[src/rtl/pic_demo_pkg.sv]
// Shared types and helpers for the PIC demo arithmetic datapath.
package pic_demo_pkg;

  typedef enum logic [2:0] {
    OP_INV  = 3'd0,
    OP_ADD  = 3'd1,
    OP_SUB  = 3'd2,
    OP_ACC  = 3'd3,
    OP_LOAD = 3'd4
  } pic_op_t;

  // Channel-index width; never narrower than one bit so ports stay legal.
  function automatic int ch_width(input int channels);
    return (channels > 1) ? $clog2(channels) : 1;
  endfunction

endpackage

[src/rtl/pic_alu_core.sv]
// Combinational arithmetic for one request: result, raw carry/borrow and the
// accumulator write-back value, with optional clamping.
module pic_alu_core
  import pic_demo_pkg::*;
#(
  parameter int WIDTH    = 8,
  parameter int SATURATE = 0
) (
  input  pic_op_t          op,
  input  logic [WIDTH-1:0] a,
  input  logic [WIDTH-1:0] b,
  input  logic [WIDTH-1:0] acc_in,
  output logic [WIDTH-1:0] result,
  output logic             carry,
  output logic             acc_we,
  output logic [WIDTH-1:0] acc_next
);

  logic [WIDTH:0] sum_ab;
  logic [WIDTH:0] diff_ab;
  logic [WIDTH:0] sum_acc;

  assign sum_ab  = {1'b0, a} + {1'b0, b};
  assign diff_ab = {1'b0, a} - {1'b0, b};
  assign sum_acc = {1'b0, acc_in} + {1'b0, a};

  always_comb begin
    result   = '0;
    carry    = 1'b0;
    acc_we   = 1'b0;
    acc_next = acc_in;
    case (op)
      OP_INV: result = ~a;
      OP_ADD: begin
        carry  = sum_ab[WIDTH];
        result = (SATURATE != 0 && carry) ? '1 : sum_ab[WIDTH-1:0];
      end
      OP_SUB: begin
        // The extra top bit of the widened difference is the unsigned borrow.
        carry  = diff_ab[WIDTH];
        result = (SATURATE != 0 && carry) ? '0 : diff_ab[WIDTH-1:0];
      end
      OP_ACC: begin
        carry    = sum_acc[WIDTH];
        result   = (SATURATE != 0 && carry) ? '1 : sum_acc[WIDTH-1:0];
        acc_we   = 1'b1;
        acc_next = result;
      end
      OP_LOAD: begin
        result   = a;
        acc_we   = 1'b1;
        acc_next = a;
      end
      default: begin
        result = '0;
        carry  = 1'b0;
      end
    endcase
  end

endmodule

[src/rtl/pic_alu_acc.sv]
// Arithmetic block with per-channel accumulators and a registered
// valid/ready output stage.
module pic_alu_acc
  import pic_demo_pkg::*;
#(
  parameter int WIDTH    = 8,
  parameter int CHANNELS = 4,
  parameter int SATURATE = 0,
  localparam int CW      = ch_width(CHANNELS)
) (
  input  logic             clk,
  input  logic             rst,
  input  logic             in_valid,
  output logic             in_ready,
  input  logic [2:0]       in_op,
  input  logic [CW-1:0]    in_ch,
  input  logic [WIDTH-1:0] in_a,
  input  logic [WIDTH-1:0] in_b,
  output logic             out_valid,
  input  logic             out_ready,
  output logic [WIDTH-1:0] out_data,
  output logic             out_carry,
  output logic [CW-1:0]    out_ch
);

  // Handshake: a transfer happens on a side when its valid and ready are both
  // high at a rising edge; in_ready depends only on rst and the output stage.
  logic [WIDTH-1:0] acc_q [CHANNELS];
  logic             out_valid_q, out_valid_d;
  logic [WIDTH-1:0] out_data_q, out_data_d;
  logic             out_carry_q, out_carry_d;
  logic [CW-1:0]    out_ch_q, out_ch_d;

  logic             accept;
  logic [CW-1:0]    ch_sel;
  logic [WIDTH-1:0] core_result;
  logic             core_carry;
  logic             core_acc_we;
  logic [WIDTH-1:0] core_acc_next;

  assign in_ready = !rst && (!out_valid_q || out_ready);
  assign accept   = in_valid && in_ready;
  // With a single channel the 1-bit index is forced to the only entry.
  assign ch_sel   = (CHANNELS == 1) ? '0 : in_ch;

  pic_alu_core #(
    .WIDTH   (WIDTH),
    .SATURATE(SATURATE)
  ) u_core (
    .op      (pic_op_t'(in_op)),
    .a       (in_a),
    .b       (in_b),
    .acc_in  (acc_q[ch_sel]),
    .result  (core_result),
    .carry   (core_carry),
    .acc_we  (core_acc_we),
    .acc_next(core_acc_next)
  );

  always_comb begin
    out_valid_d = out_valid_q;
    out_data_d  = out_data_q;
    out_carry_d = out_carry_q;
    out_ch_d    = out_ch_q;
    if (accept) begin
      out_valid_d = 1'b1;
      out_data_d  = core_result;
      out_carry_d = core_carry;
      out_ch_d    = in_ch;
    end else if (out_ready) begin
      out_valid_d = 1'b0;
    end
  end

  always_ff @(posedge clk) begin
    if (rst) begin
      out_valid_q <= 1'b0;
      out_data_q  <= '0;
      out_carry_q <= 1'b0;
      out_ch_q    <= '0;
      for (int i = 0; i < CHANNELS; i++) acc_q[i] <= '0;
    end else begin
      out_valid_q <= out_valid_d;
      out_data_q  <= out_data_d;
      out_carry_q <= out_carry_d;
      out_ch_q    <= out_ch_d;
      if (accept && core_acc_we) acc_q[ch_sel] <= core_acc_next;
    end
  end

  assign out_valid = out_valid_q;
  assign out_data  = out_data_q;
  assign out_carry = out_carry_q;
  assign out_ch    = out_ch_q;

endmodule

[config.mk]
export PLATFORM = sky130hd
export DESIGN_NAME = pic_alu_acc
export DESIGN_NICKNAME = d
export VERILOG_FILES = /design/src/rtl/pic_demo_pkg.sv /design/src/rtl/pic_alu_core.sv /design/src/rtl/pic_alu_acc.sv
export SDC_FILE = /design/constraint.sdc
export NUM_CORES = 1
export LEC_CHECK = 0
export ABC_CLOCK_PERIOD_IN_PS = 2900
export CAP_MARGIN = 20
export CORE_MARGIN = 3
export CORE_UTILIZATION = 25
export DETAILED_ROUTE_END_ITERATION = 8
export PLACE_DENSITY_LB_ADDON = 0.1
export SETUP_SLACK_MARGIN = 0.15
export SLEW_MARGIN = 20
export SYNTH_ARGS = -nofsm -noshare
export SYNTH_HDL_FRONTEND = slang
export SYNTH_SLANG_ARGS = --single-unit
[constraint.sdc]
create_clock -name clk -period 2.9 [get_ports clk]
set_clock_uncertainty 0.05 [all_clocks]
set_input_delay 0.435 -clock clk [delete_from_list [all_inputs] [get_ports clk]]
set_output_delay 0.435 -clock clk [all_outputs]
set_load 0.1 [all_outputs]
==> results.ini <==
[min_path]
hold_depth = 2
hp-class = flip-flop to flip-flop
min_to = out_data[0]
hp-start = out_data[0]

[sta]
fmaxAchievable_mhz = 372
fin_crit_sh_pct = 92.7
setup_tns_ps = 0
final_max_slew_viol_count = 0
grt_setup_unrepaired = yes
relSlewSlack_pct = 69.9
hold_viol = 0
fin_crit_ps = 2690
setup_violations = 0
tightestPinTransition_ps = 447

[yosys]
synthAdderAreaFrac_pct = 11.3
synth_xor_area_share_pct = 1.09
synth_edf_count = 32
seq_area_frac_synth_pct = 37.5
async_reset_ff_share_pct = 0
ys_types = 64
netlist_top_cells_area = edfxtp_1, ha_1, dfxtp_1
synth_top_family_by_area = simple AND/OR/NAND/NOR gates
synthesis.instances = 327
syn_area_um2 = 3200
synthMuxAreaShare_pct = 6.91
synth_warnings = 0
yosysTopAreaCell = edfxtp_1
synth_compound_area_share_pct = 18.4
ys_seq_elements = 44
synth_top_flop_cell = edfxtp_1
syn-num-nets = 379
synth-simple-area-share_pct = 20.0
synth_top_area_share_pct = 30.0
avgSynthCellArea_um2 = 9.80

[final_layout]
nets = 470
layout_common_cells = buf_4, nor2_1, edfxtp_1
stdcell_count = 587
area_growth_pct = 39.6
diodes = 0
stdcell_area_um2 = 4470
drive_gt1_share_pct = 27.9
nFillCells = 1257
layout_commonest_cell = buf_4

[setup_path]
regToRegEndpoint = acc_q[1][6]
cp.required_ps = 2890
rrSetupSlack_ps = 220
worstSetupStartpointType = input pin
criticalPathCategory = input pin to flip-flop
end_kind = flip-flop
crit-reg2reg-launch = acc_q[2][0]
crit_arrival_ps = 2680
ff2ff_path_depth = 9
crit_fanout = 5
startpoint = in_ch[0]

[grt]
groute.usage.overall_pct = 13.8
grt_pass1_wl_um = 15400
grt_max_degree = 18
overflow = 0
antenna_found_initial = 0
grt_pass1_vias = 2825

[route]
wl_per_cell_um = 16.3
drt_iter0_markers = 154
num_vias = 2759
drc_errors = 0
drt-total-wl_um = 9570
ant_nets = 0
viasPerCell = 4.70
dr.pass1.iters = 4

[placement]
dpl_cell_area_um2 = 4140
port_buffers = 37
place_hpwl_um = 7490
gp_congestion = 0.801
placedCellCount = 572

[clock_network]
cts-root-buf = clkbuf_16
clk_latency_ps = 290
h-tree-depth = 2
cts_tree = built
cts_buffers = 5
cts.hold.buffers_added = 0
clkTransAtPathRegs_ps = 70
clock-sinks = 44
cts_max_path_buffers = 2

[status]
status = finished, final reports clean

[power_and_ir_drop]
pwr_density_cell_nw_per_um2 = 435
power_mw = 1.94
vdd_drop_max_v = 0.000224
power_leakage_nw = 1.81

[run]
maxCapViolCount = 0

[floorplanning]
ioPinCount = 38
rows = 40
core_area_um2 = 12300
die_h_um = 119
start_util_pct = 26.1
die_w_um = 119
dieArea_um2 = 14200

[logic make-up (layout without fill, tap and decap cells)]
group	count (synthesis)	count (layout)
xor+xnor	4	4
flops	44	44
buf+inv	35	127
mux	12	12
fa+ha+maj	27	27
simple gates	127	127
compound gates	78	78
[cell type report]
class | instances | area (um^2) | share of cell area [%]
Multi-Input combinational cell | 248 | 1930 | 43.3
Sequential cell | 44 | 1200 | 26.9
Timing Repair Buffer | 101 | 882 | 19.7
Tap cell | 168 | 210 | 4.70
Clock buffer | 5 | 125 | 2.80
Inverter | 18 | 67.6 | 1.51
Clock inverter | 3 | 50.0 | 1.12
[report_power, final]
part           internal [mW]  total [mW]  switching, mW
clock                  0.416       0.680          0.264
sequential             0.697       0.705        0.00879
combinational          0.256       0.557          0.301
[stage by stage]
step           setup WS (ps)  utilization, %  hold slack (ps)
3_3_place_gp            -530            33.8              407
3_5_place_dp            -578            33.8              412
2_1_floorplan            169               -              506
5_1_grt                  114            36.5              447
6_report                 211            36.5              417
4_1_cts                  138            35.7              423
[registers in the layout, indices dropped and copies added, names as in the netlist]
| register | count |
|---|---|
| out_ch | 2 |
| out_data | 8 |
| acc_q | 32 |
| out_carry | 1 |
| out_valid | 1 |
[worst max-delay path: stages]
cell and delay (ps):
buf_2 90, buf_6 120, mux4_2 540, ha_4 190
fa_2 340, a21o_1 210, a221oi_4 310, xnor2_2 100
a22oi_2 140, buf_4 160, nor2_1 50
[layer usage]
layer,GRT usage [%],part of all wire [%]
met1,17.6,45
met5,0,0
met2,24.1,50
met3,2.18,3.4
met4,3.55,1.1
[synthesized netlist by cell type, types with 8 or more instances]
| master | count |
|---|---|
| buf_2 | 10 |
| ha_1 | 24 |
| nor2b_1 | 8 |
| inv_1 | 18 |
| a21o_1 | 9 |
| edfxtp_1 | 32 |
| nor2_1 | 54 |
| mux4_2 | 8 |
| a21oi_1 | 15 |
| nand3_1 | 8 |
| dfxtp_1 | 12 |
| nand2_1 | 18 |
[timing repair]
action / CTS / global route
pin swaps: 9 / 11
setup endpoints to repair: 30 / 15
setup buffers: 4 / 3
gates resized for setup: 8 / 8
[worst max-delay path by stage]
stage	end	slack [ps]	cells past startpoint
after floorplan	acc_q[0][6]	170	9
after global placement	acc_q[1][6]	-530	10
after detailed placement	acc_q[1][6]	-580	10
after CTS	acc_q[1][6]	140	8
after global routing	acc_q[2][6]	110	9
final	acc_q[1][6]	210	11
Power figures use the tool's default switching activity.
